==> config.mk <==
export PLATFORM = sky130hd
export DESIGN_NAME = bin_to_bcd_seq
export DESIGN_NICKNAME = d
export VERILOG_FILES = /design/src/rtl/bin_to_bcd_seq.sv
export SDC_FILE = /design/constraint.sdc
export NUM_CORES = 1
export LEC_CHECK = 0
export ABC_AREA = 1
export ABC_CLOCK_PERIOD_IN_PS = 2200
export CORE_MARGIN = 4
export CORE_UTILIZATION = 40
export DETAILED_ROUTE_END_ITERATION = 7
export HOLD_SLACK_MARGIN = 0.03
export PLACE_DENSITY_LB_ADDON = 0.2
export SLEW_MARGIN = 20
export SYNTH_ARGS = -nofsm -noshare
export SYNTH_HDL_FRONTEND = slang
export SYNTH_SLANG_ARGS = --single-unit
==> constraint.sdc <==
create_clock -name clk -period 2.2 [get_ports clk]
set_input_delay 0.33 -clock clk [delete_from_list [all_inputs] [get_ports clk]]
set_output_delay 0.33 -clock clk [all_outputs]
set_load 0.005 [all_outputs]
==> src/rtl/bin_to_bcd_seq.sv <==
// -----------------------------------------------------------------------------
// bin_to_bcd_seq
//
// Sequential double-dabble converter. It accepts one unsigned binary operand
// on a start pulse and converts one bit per clock. It then presents the packed
// BCD digits to the 7-segment display driver.
//
// Parameters
//   IN_W    width of the binary operand (default 14)
//   DIGITS  number of BCD digits produced; 10**DIGITS must exceed 2**IN_W-1
//
// Ports
//   clk      in   rising-edge system clock
//   rst      in   asynchronous, active-high reset
//   start    in   conversion request, only looked at while idle
//   bin_in   in   [IN_W-1:0]      binary operand, captured on an accepted start
//   busy     out  high while the shift phase is running
//   done     out  one-cycle pulse, coincident with bcd_out taking a new value
//   bcd_out  out  [4*DIGITS-1:0]  packed BCD, digit 0 in bits [3:0]
//   blank    out  [DIGITS-1:0]    leading-zero blanking mask (optional)
//
// Build option
//   BCD_LZ_BLANK_EN  when defined, adds the blank output. blank[i] is set when
//                    digit i and every digit above it are zero, for i >= 1.
//                    blank[0] is never set, so a value of zero still shows a
//                    single "0". The mask is updated together with bcd_out.
//
// Timing
//   start is sampled at edge N. The shift phase runs on edges N+1..N+IN_W.
//   The result is registered at edge N+IN_W+1, and done is high for the
//   cycle that follows that edge. A new start is accepted at edge N+IN_W+2
//   at the earliest. A start during the shift or done phase is dropped.
// -----------------------------------------------------------------------------
module bin_to_bcd_seq #(
   parameter int IN_W   = 14,
   parameter int DIGITS = 5
) (
   input  logic                  clk,
   input  logic                  rst,
   input  logic                  start,
   input  logic [IN_W-1:0]       bin_in,
   output logic                  busy,
   output logic                  done,
   output logic [4*DIGITS-1:0]   bcd_out
`ifdef BCD_LZ_BLANK_EN
   ,
   output logic [DIGITS-1:0]     blank
`endif
);

   localparam int BCD_W  = 4 * DIGITS;
   localparam int WORK_W = BCD_W + IN_W;
   localparam int CNT_W  = $clog2(IN_W + 1);

   // Count value seen on the last shift cycle.
   localparam logic [CNT_W-1:0] CNT_LAST = CNT_W'(IN_W - 1);

   typedef enum logic [1:0] {
      ST_IDLE  = 2'd0,
      ST_SHIFT = 2'd1,
      ST_DONE  = 2'd2
   } state_t;

   // ---------------------------------------------------------------------------
   // State and registered outputs
   // ---------------------------------------------------------------------------
   state_t              state_q,   state_d;
   logic [WORK_W-1:0]   work_q,    work_d;     // {bcd field, binary field}
   logic [CNT_W-1:0]    cnt_q,     cnt_d;
   logic                busy_q,    busy_d;
   logic                done_q,    done_d;
   logic [BCD_W-1:0]    bcd_out_q, bcd_out_d;
`ifdef BCD_LZ_BLANK_EN
   logic [DIGITS-1:0]   blank_q,   blank_d;
   logic [DIGITS-1:0]   blank_calc;
`endif

   // ---------------------------------------------------------------------------
   // One double-dabble step: correct each digit, then shift the register.
   // ---------------------------------------------------------------------------
   logic [BCD_W-1:0]    bcd_field;
   logic [BCD_W-1:0]    bcd_adj;
   logic [WORK_W-1:0]   work_shifted;

   assign bcd_field = work_q[WORK_W-1:IN_W];

   always_comb begin
      // NOTE: every variable assigned in always_comb gets a default value first, so
      // no path can leave it unassigned and infer a latch.
      bcd_adj = bcd_field;
      for (int i = 0; i < DIGITS; i++) begin
         // After a shift, a digit of 5 or more would reach 10 or more. Adding 3
         // first makes the shift carry into the next digit instead. The add
         // stays inside the 4-bit field.
         if (bcd_field[4*i +: 4] >= 4'd5) begin
            bcd_adj[4*i +: 4] = bcd_field[4*i +: 4] + 4'd3;
         end
      end
      work_shifted = {bcd_adj, work_q[IN_W-1:0]} << 1;
   end

`ifdef BCD_LZ_BLANK_EN
   // ---------------------------------------------------------------------------
   // Leading-zero mask, computed from the finished BCD field. Scan from the
   // top digit down. A digit is blank only while everything above it has
   // also been zero.
   // ---------------------------------------------------------------------------
   always_comb begin
      logic higher_zero;
      higher_zero = 1'b1;
      blank_calc  = '0;
      for (int i = DIGITS - 1; i >= 1; i--) begin
         higher_zero   = higher_zero & (bcd_field[4*i +: 4] == 4'd0);
         blank_calc[i] = higher_zero;
      end
   end
`endif

   // ---------------------------------------------------------------------------
   // Next-state logic
   // ---------------------------------------------------------------------------
   always_comb begin
      state_d   = state_q;
      work_d    = work_q;
      cnt_d     = cnt_q;
      done_d    = 1'b0;
      bcd_out_d = bcd_out_q;
`ifdef BCD_LZ_BLANK_EN
      blank_d   = blank_q;
`endif

      unique case (state_q)
         ST_IDLE: begin
            if (start) begin
               // The operand goes into the low bits and the BCD field starts
               // at zero. The copy isolates the conversion from later
               // changes on bin_in.
               work_d  = {{BCD_W{1'b0}}, bin_in};
               cnt_d   = '0;
               state_d = ST_SHIFT;
            end
         end

         ST_SHIFT: begin
            work_d = work_shifted;
            cnt_d  = cnt_q + CNT_W'(1);
            if (cnt_q == CNT_LAST) begin
               state_d = ST_DONE;
            end
         end

         ST_DONE: begin
            // Only completed results reach the outputs. The display never
            // shows a partially shifted value.
            bcd_out_d = bcd_field;
`ifdef BCD_LZ_BLANK_EN
            blank_d   = blank_calc;
`endif
            done_d    = 1'b1;
            state_d   = ST_IDLE;
         end

         default: begin
            state_d = ST_IDLE;
         end
      endcase

      // busy is registered. It follows the state being entered, so it rises
      // on the edge that accepts start and falls on the edge leaving SHIFT.
      busy_d = (state_d == ST_SHIFT);
   end

   // ---------------------------------------------------------------------------
   // Registers
   // ---------------------------------------------------------------------------
   always_ff @(posedge clk or posedge rst) begin
      if (rst) begin
         // The working register and counter are plain flops, not a memory.
         // Clearing them keeps an aborted conversion from leaving stale bits.
         state_q   <= ST_IDLE;
         work_q    <= '0;
         cnt_q     <= '0;
         busy_q    <= 1'b0;
         done_q    <= 1'b0;
         bcd_out_q <= '0;
`ifdef BCD_LZ_BLANK_EN
         blank_q   <= {{(DIGITS-1){1'b1}}, 1'b0};
`endif
      end else begin
         // NOTE: sequential state uses non-blocking assignments so that every
         // flop samples the pre-edge values, whatever the statement order.
         state_q   <= state_d;
         work_q    <= work_d;
         cnt_q     <= cnt_d;
         busy_q    <= busy_d;
         done_q    <= done_d;
         bcd_out_q <= bcd_out_d;
`ifdef BCD_LZ_BLANK_EN
         blank_q   <= blank_d;
`endif
      end
   end

   assign busy    = busy_q;
   assign done    = done_q;
   assign bcd_out = bcd_out_q;
`ifdef BCD_LZ_BLANK_EN
   assign blank   = blank_q;
`endif

endmodule

* Word-level counts from Yosys, hierarchy flattened
Cells that the tools add are included.
Storage, ports and cells: word-level logic and storage cells 38, output and inout bits 22, register bits after elaboration 62, bits of input ports 17
Cells by class: reductions and logical operators 3, equality and inequality tests 5, order comparisons 5, add/sub/neg operators 6, mux-type cells 13
Operators with widths (count):
- $pmux W34 S2 | 1
- $mux W34 | 1
- $ge A4 B3 Y1 const B | 5
- $mux W4 | 5
- $add A4 B2 Y4 const B | 4
- $pmux W4 S2 | 1
- $add A4 B1 Y4 const B | 1
- $eq A2 B1 Y1 const B | 2
- $eq A4 B4 Y1 const B | 1
- $mux W2 | 2
- $pmux W2 S2 | 1
- $add A3 B2 Y3 const B | 1
- $mux W3 | 1
- $eq A2 B2 Y1 const B | 1
- $logic_not A2 Y1 | 1
- $ne A2 B2 Y1 const B | 1
- $reduce_and A2 Y1 | 1
- $reduce_bool A2 Y1 | 1
- $mux W1 | 1

* Depth between registers and ports, before layout
Gate-level depths: netlist of run 1.
depth in word-level cells 4, gate-level depth with buffers 8

* Worst setup path before layout of run 1
No wires, ideal clock.
path type reg-to-reg, start point register work_q[26], end point register work_q[27], setup slack 1.056 ns, library setup time 0.117 ns, period minus slack after synthesis 1.144 ns, arrival 1.026 ns, buffers on the path 0, cell stages (with the launch flop) 9, cell sequence dfrtp_1 inv_1 ha_1 inv_1 nand2_1 nand3_1 nand2_1 nand3_1 nand2_1
Between the ends: cells in the longest elaborated chain, start to end 3, elaborated cells between the ends (all ways) 4, those cells by class add/sub (1); order compare (1); mux (2)
RTL lines:
- start, declared | line 68 | logic [WORK_W-1:0] work_q, work_d;
- start signal, assigned | line 193 | work_q <= work_d;
- $add A4 B2 Y4 / $ge A4 B3 Y1 (equally long branches) | line 96, 95
- $mux W4 (*) | line 95 | if (bcd_field[4*i +: 4] >= 4'd5) begin
- $pmux W34 S2 (*) | line 132 | unique case (state_q)
Every way passes the cells marked *; elsewhere a longest branch is shown, timed or not. A chain may end at the register's enable or synchronous reset.

* Worst setup path after layout of run 1
start point register bcd_out_q[1], in the netlist bcd_out[1], end point output bcd_out[1]
RTL lines:
- start, declared | line 72 | logic [BCD_W-1:0] bcd_out_q, bcd_out_d;
- start signal, assigned | line 197 | bcd_out_q <= bcd_out_d;
- end, declared | line 44 | output logic [4*DIGITS-1:0] bcd_out
No word-level cell between the ends.

==> impl_table.tex, run 1 <==
\begin{tabular}{lr}
\hline
Metric & Value \\
\hline
\multicolumn{2}{l}{\textbf{Clocking}} \\
\quad Clock insertion delay at the later pin of the skew report & 330 ps \\
\quad Post-CTS setup repair buffer count & 0 \\
\quad CTS Buffer Depth & 2 \\
\quad Clock tree from TritonCTS & yes \\
\quad Clock Sinks & 62 \\
\quad CTS Buf Count & 9 \\
\quad CTS clk-pin slew, worst paths & 60 ps \\
\quad Post-CTS sizing & 0 \\
\quad Deepest level of the CTS H-tree & 3 \\
\quad Root buffer cell & clkbuf\_8 \\
\quad Post-cts hold buffer count & 0 \\
\multicolumn{2}{l}{\textbf{Setup path}} \\
\quad Largest fanout on the critical path & 2 \\
\quad Series of cell instances along the critical path & clkdlybuf4s50\_1 \\
\quad Cell family with most CP delay & buffers and inverters \\
\quad Critical path buffers and inverters & 1 \\
\quad Start-to-end type of the worst setup path & reg -> out \\
\quad Sort of element at the start of the critical path & flop \\
\quad Highest-delay cell along the critical path & clkdlybuf4s50\_1 \\
\quad Critical Path End Type & primary output \\
\quad Crit path largest cell delay & 500 ps \\
\quad Required arrival time at the worst endpoint & 1870 ps \\
\quad CP Data Arrival Time & 1190 ps \\
\multicolumn{2}{l}{\textbf{Logic synthesis}} \\
\quad Top cells by instance count after synthesis & 114 x nand2\_1, 62 x dfrtp\_1, 37 x o21ai\_0 \\
\quad Top-count cell post-synth & nand2\_1 \\
\quad Average cell area after synthesis & 8.719 sq um \\
\quad Proportion of synthesized chip area in sequential cells & 0.5143 \\
\quad Synth top area cells & dfrtp\_1 51\%, nand2\_1 14\%, o21ai\_0 6.1\% \\
\quad Count of flip-flops with a built-in enable after synthesis & 0 \\
\quad Mapped Nets & 375 \\
\quad YS warnings & 0 \\
\quad Register bit count reported by yosys & 62 \\
\quad Gate Count Post-Synth & 346 \\
\quad Fraction of synthesis flops using an asynchronous set or reset pin & 1.000 \\
\quad Distinct cells, synth & 25 \\
\quad Cell area after synthesis & 3017 sq um \\
\quad Post-synth top area cell & dfrtp\_1 \\
\quad Share of the synthesized area in the top cell type & 0.5143 \\
\quad Commonest register cell after synthesis & dfrtp\_1 \\
\multicolumn{2}{l}{\textbf{GRT}} \\
\quad Maximum number of pins on one net before global-route repair & 63 \\
\quad Via count of the first global-routing pass & 2185 \\
\quad Total global routing track utilization & 0.1392 \\
\quad Final global-route overflow total & 0 \\
\quad Number of antenna violations at the first check in global routing & 0 \\
\quad Wire length of the first global-routing pass & 9832 microns \\
\multicolumn{2}{l}{\textbf{Flow run}} \\
\quad MaxCap Viol Count & 0 \\
\multicolumn{2}{l}{\textbf{STA}} \\
\quad Tmin final & 1522 ps \\
\quad Peak clock frequency supported by timing & 656.9 MHz \\
\quad Final WS setup & 677.6 ps \\
\quad Final worst-path cycle share & 0.6920 \\
\quad Slew HR & 0.6411 \\
\quad Setup TNS & 0 ps \\
\quad Final setup violating endpoints & 0 \\
\quad Max-slew violation count & 0 \\
\quad RSZ-0062 raised after global routing & no \\
\quad Number of endpoints with negative hold slack in the final report & 0 \\
\quad Transition time at the pin with the least slew margin & 537.6 ps \\
\quad Layout Skew & 5.505 ps \\
\multicolumn{2}{l}{\textbf{Floorplan}} \\
\quad Overall die area & 8995 sq um \\
\quad Core region area & 7292 sq um \\
\quad Chip Width & 94.84 microns \\
\quad Standard-cell rows & 31 \\
\quad Starting density of the core & 0.4137 \\
\quad Number of placed I/O pins & 39 \\
\quad Overall die height & 94.84 microns \\
\multicolumn{2}{l}{\textbf{Route}} \\
\quad Number of vias per cell after detailed routing & 4.871 \\
\quad Number of design rule violations left after detail routing & 0 \\
\quad Post-DRT Antenna Nets & 0 \\
\quad Wirelength per Cell & 11.67 microns \\
\quad First drt pass iteration count & 5 \\
\quad First DRT Iteration DRCs & 132 \\
\quad Post-Route WL & 5693 microns \\
\quad Total via count after detailed routing & 2377 \\
\multicolumn{2}{l}{\textbf{Cells and area}} \\
\quad Antenna cell count & 0 \\
\quad Share of layout cells above drive strength 1 & 0.09254 \\
\quad Final layout net count & 414 \\
\quad Filler cell count in the final layout & 738 \\
\quad Layout area overhead & 19.00\% \\
\multicolumn{2}{l}{\textbf{Run status}} \\
\quad Status & completed \\
\multicolumn{2}{l}{\textbf{Place}} \\
\quad DP Wirelength & 3790 microns \\
\quad Worst setup slack after placement & 642.7 ps \\
\quad Count of buffers from port buffering & 38 \\
\quad GPL Wtd Cong & 0.8157 \\
\multicolumn{2}{l}{\textbf{Pwr}} \\
\quad Overall power after layout & 4705 uW \\
\quad Pleak & 0.001770 uW \\
\quad Worst supply voltage drop on vdd & 442.0 uV \\
\quad Pwr dens & 1311 nW/um\^{}2 \\
\multicolumn{2}{l}{\textbf{Hold path}} \\
\quad Class of the most critical hold timing path & in -> async \\
\hline
\end{tabular}
[stage by stage]
stage | area [sq um] | utilization | instances | hold slack [ps]
floorplan | 3017 | - | 346 | 442.2
global placement | 3441 | 0.4719 | 473 | 460.3
detailed placement | 3441 | 0.4719 | 473 | 467.5
CTS | 3590 | 0.4923 | 488 | 386.3
global route | 3590 | 0.4923 | 488 | 398.6
finish | 3590 | 0.4923 | 488 | 374.4
[tightest hold or removal path: cells and delay by family]
family	cells	cell delay, ps
buf+inv	3	770
[kinds of logic after synthesis]
kind of cell,after synthesis,share of synthesized area
XOR/XNOR,1,0.002904
adder cells (fa/ha/maj),12,0.04977
AO/OA/AOI/OAI,46,0.08005
buffers and inverters,47,0.08130
flip-flops,62,0.5143
AND/OR/NAND/NOR,178,0.2717
[final timing paths]
check	cells after the start	from	to	slack, ps
max in group asynchronous	3	rst	done$_DFF_PP0_	1560
hold / removal	3	rst	work_q[2]$_DFFE_PP0P_	370
hold reg to reg	2	bcd_out[9]$_DFFE_PP0P_	bcd_out[9]$_DFFE_PP0P_	480
min in group clk	2	bcd_out[9]$_DFFE_PP0P_	bcd_out[9]$_DFFE_PP0P_	480
setup / recovery	1	bcd_out[1]$_DFFE_PP0P_	bcd_out[1]	680
setup reg to reg	8	work_q[22]$_DFFE_PP0P_	work_q[24]$_DFFE_PP0P_	880
[placed cells by master, fill, tap and decap left out, drive strengths merged, types with 5 or more instances in the layout]
cell,Yosys,final
clkbuf,0,13
clkdlybuf4s50,0,38
nand3,39,39
nor2,5,5
nand4,11,11
o21ai,41,41
ha,12,12
dfrtp,62,62
nand2,123,123
inv,36,36
[flip-flops by register name, summed over array words and instances, names as in the netlist]
signal   count
work_q      34
bcd_out     20
cnt_q        4
state_q      2
busy         1
done         1
[per-layer routing]
layer	wire length (microns)	global-route usage	vias up
met4	96	0.07332	0
met2	2443	0.2079	64
met1	2880	0.1852	1104
met3	271	0.03586	9
li1	-	-	1200
met5	0	0	-
[report_power, final]
part,leakage [uW],switching (uW),internal [uW]
Sequential,0.000778,321,1600
Clock,0.0000773,397,400
Combinational,0.000914,1150,837
Total,0.00177,1870,2830
[cell type report]
class,instances,area (sq um),area share
tap,99,123.9,0.03451
inverter,36,145.1,0.04043
clock buffer,13,138.9,0.03869
timing repair buffer,39,400.4,0.1115
sequential,62,1551,0.4322
multi-input combinational,237,1220,0.3398
clock inverter,2,10.01,0.002788
(Power assumes the default switching activity.)
==> run 2: changes to the inputs <==
Settings changed: ABC_CLOCK_PERIOD_IN_PS 2200 to 1400.
Clock period 2.2 ns to 1.4 ns, I/O delays scaled along.
==> run 2 against run 1 <==
Net effect:
- sequential power is 56% higher
- critical endpoint is now work_q[32]$_DFFE_PP0P_
- sequential share of layout area is 1.5 points lower
- combinational power is 63% higher
- clock power is 72% higher
- critical path type is now reg -> reg
==> impl_table.tex, run 2 (synthesis gave the netlist of run 1 again) <==
\begin{tabular}{lr}
\hline
Metric & Value \\
\hline
\multicolumn{2}{l}{\textbf{Cells and area}} \\
\quad Final layout net count & 425 (+2.7\%) \\
\quad Most frequent cells in the layout & 114 x nand2\_1, 62 x dfrtp\_1, 37 x o21ai\_0 \\
\quad Layout area overhead & 23.31\% \\
\quad Max FFs per register & 34 (unchanged) \\
\quad Register bank with the most flops & work\_q \\
\quad Share of layout cells above drive strength 1 & 0.1300 (+0.03746) \\
\quad Fin cells & 499 (+2.3\%) \\
\quad Most common cell after layout, fill and taps aside & nand2\_1 \\
\quad Antenna cell count & 0 (unchanged) \\
\multicolumn{2}{l}{\textbf{Clocking}} \\
\quad Deepest level of the CTS H-tree & 3 (unchanged) \\
\quad CTS Buffer Depth & 2 (unchanged) \\
\quad Clock Sinks & 62 (unchanged) \\
\quad Root buffer cell & clkbuf\_8 \\
\quad CTS Buf Count & 9 (unchanged) \\
\quad CTS clk-pin slew, worst paths & 70 ps (about the same) \\
\quad Clock insertion delay at the later pin of the skew report & 330 ps (about the same) \\
\quad Clock tree from TritonCTS & yes \\
\multicolumn{2}{l}{\textbf{Setup path}} \\
\quad Crit path largest cell delay & 390 ps (-110 ps) \\
\quad Critical Path End Type & flop \\
\quad RR Endpoint & work\_q[32]\$\_DFFE\_PP0P\_ \\
\quad Required arrival time at the worst endpoint & 1660 ps (-210 ps) \\
\quad Reg-to-reg setup timing slack & 130 ps (-750 ps) \\
\quad Start-to-end type of the worst setup path & reg -> reg \\
\quad Worst r2r src & work\_q[30]\$\_DFFE\_PP0P\_ \\
\quad Largest fanout on the critical path & 4 (+2) \\
\quad Sort of element at the start of the critical path & flop \\
\quad CP Data Arrival Time & 1530 ps (+340 ps) \\
\quad Series of cell instances along the critical path & inv\_1 > ha\_1 > inv\_1 > nand2\_1 > nand3\_1 > nand2\_1 > nand3\_1 > nand2\_1 \\
\quad Most frequent cell on the critical path & nand2\_1 \\
\quad Worst reg2reg path depth & 8 (unchanged) \\
\quad Source of the critical timing path & work\_q[30]\$\_DFFE\_PP0P\_ \\
\quad Highest-delay cell along the critical path & dfrtp\_1 \\
\quad CP endpoint & work\_q[32]\$\_DFFE\_PP0P\_ \\
\multicolumn{2}{l}{\textbf{GRT}} \\
\quad Via count of the first global-routing pass & 2194 (+0.41\%) \\
\quad Number of antenna violations at the first check in global routing & 0 (unchanged) \\
\quad Final global-route overflow total & 0 (unchanged) \\
\quad Maximum number of pins on one net before global-route repair & 63 (unchanged) \\
\quad Total global routing track utilization & 0.1432 (+0.003944) \\
\quad Wire length of the first global-routing pass & 10060 microns (+2.3\%) \\
\multicolumn{2}{l}{\textbf{Place}} \\
\quad Placed instance count & 475 (+0.42\%) \\
\quad GPL Wtd Cong & 0.8181 (+0.29\%) \\
\quad Count of buffers from port buffering & 38 (unchanged) \\
\quad DP Wirelength & 3822 microns (+0.83\%) \\
\multicolumn{2}{l}{\textbf{Route}} \\
\quad Post-DRT Antenna Nets & 0 (unchanged) \\
\quad First drt pass iteration count & 4 (-1) \\
\quad Number of vias per cell after detailed routing & 4.828 (-0.89\%) \\
\quad Post-Route WL & 5947 microns (+4.5\%) \\
\quad Wirelength per Cell & 11.92 microns (+2.2\%) \\
\quad First DRT Iteration DRCs & 130 (-1.5\%) \\
\quad Number of design rule violations left after detail routing & 0 (unchanged) \\
\quad Total via count after detailed routing & 2409 (+1.3\%) \\
\multicolumn{2}{l}{\textbf{Pwr}} \\
\quad Worst supply voltage drop on vdd & 810.9 uV (+83\%) \\
\quad Pleak & 0.002018 uW (+14\%) \\
\quad Pwr dens & 2044 nW/um\^{}2 (+56\%) \\
\multicolumn{2}{l}{\textbf{STA}} \\
\quad Final setup violating endpoints & 0 (unchanged) \\
\quad Number of endpoints with negative hold slack in the final report & 0 (unchanged) \\
\quad Tmin final & 1266 ps \\
\quad Layout Skew & 4.445 ps (-1.060 ps) \\
\quad Transition time at the pin with the least slew margin & 336.5 ps (-201.1 ps) \\
\quad Max-slew violation count & 0 (unchanged) \\
\quad Peak clock frequency supported by timing & 790.0 MHz \\
\quad Slew HR & 0.7757 (+0.1346) \\
\quad Final worst-path cycle share & 0.9041 \\
\quad WHS & 302.0 ps (-72.33 ps) \\
\multicolumn{2}{l}{\textbf{Floorplan}} \\
\quad Overall die area & 8995 sq um (unchanged) \\
\quad Overall die height & 94.84 microns (unchanged) \\
\quad Starting density of the core & 0.4137 (unchanged) \\
\quad Chip Width & 94.84 microns (unchanged) \\
\quad Core region area & 7292 sq um (unchanged) \\
\quad Number of placed I/O pins & 39 (unchanged) \\
\quad Standard-cell rows & 31 (unchanged) \\
\multicolumn{2}{l}{\textbf{Flow run}} \\
\quad MaxCap Viol Count & 0 (unchanged) \\
\multicolumn{2}{l}{\textbf{Hold path}} \\
\quad Class of the most critical hold timing path & in -> async \\
\multicolumn{2}{l}{\textbf{Run status}} \\
\quad Status & completed \\
\hline
\end{tabular}
-- run 2: worst min path at each step --
stage	end	slack, ps	cells past startpoint
2_1_floorplan	bcd_out[0]$_DFFE_PP0P_	330	1
3_3_place_gp	work_q[0]$_DFFE_PP0P_	460	2
3_5_place_dp	work_q[0]$_DFFE_PP0P_	460	2
4_1_cts	done$_DFF_PP0_	330	3
5_1_grt	bcd_out[2]$_DFFE_PP0P_	340	3
6_report	done$_DFF_PP0_	300	3
-- run 2: through the flow --
step / setup slack (ps) / setup TNS (ps) / total power [uW] / utilization / instance area (sq um)
2_1_floorplan: 256.4 / 0 / 5307 / - / 3020
3_3_place_gp: 74.67 / 0 / 6125 / 0.4744 / 3460
3_5_place_dp: 45.36 / 0 / 6207 / 0.4744 / 3460
4_1_cts: 0.3436 / 0 / 7576 / 0.4978 / 3630
5_1_grt: -0.9709 / -0.9709 / 8341 / 0.5101 / 3720
6_report: 134.2 / 0 / 7603 / 0.5101 / 3720
-- run 2: area by class of cell --
type,count,area (sq um)
fill,726,3572
sequential,62,1551
multi-input combinational,237,1225
timing repair buffer,50,500.5
clock buffer,14,162.7
inverter,36,151.4
tap,99,123.9
clock inverter,1,5.005
-- run 2: timing repair --
item                       4_1_cts  5_1_grt
resized for setup               10       18
setup endpoints to repair       12       37
setup buffers                    2        7
hold buffers                     0        0
-- run 2: critical path: cells and delay by family (launching register included) --
kind / cells / cell delay (ps)
flops: 1 / 390
simple gates: 5 / 450
buf+inv: 2 / 190
fa+ha+maj: 1 / 180
-- run 2: power by group --
group          internal [uW]  switching [uW]  total [uW]
registers               2510             490        3000
clock network            730             638        1370
logic                   1380            1860        3240
total                   4620            2990        7600
-- run 2: layer usage --
metal	GRT usage	share of wire	vias to the layer above
met1	0.1961	0.49	1121
met4	0.08173	0.0099	0
met5	0	0	-
met3	0.02948	0.060	4
met2	0.2096	0.44	57
li1	-	-	1227
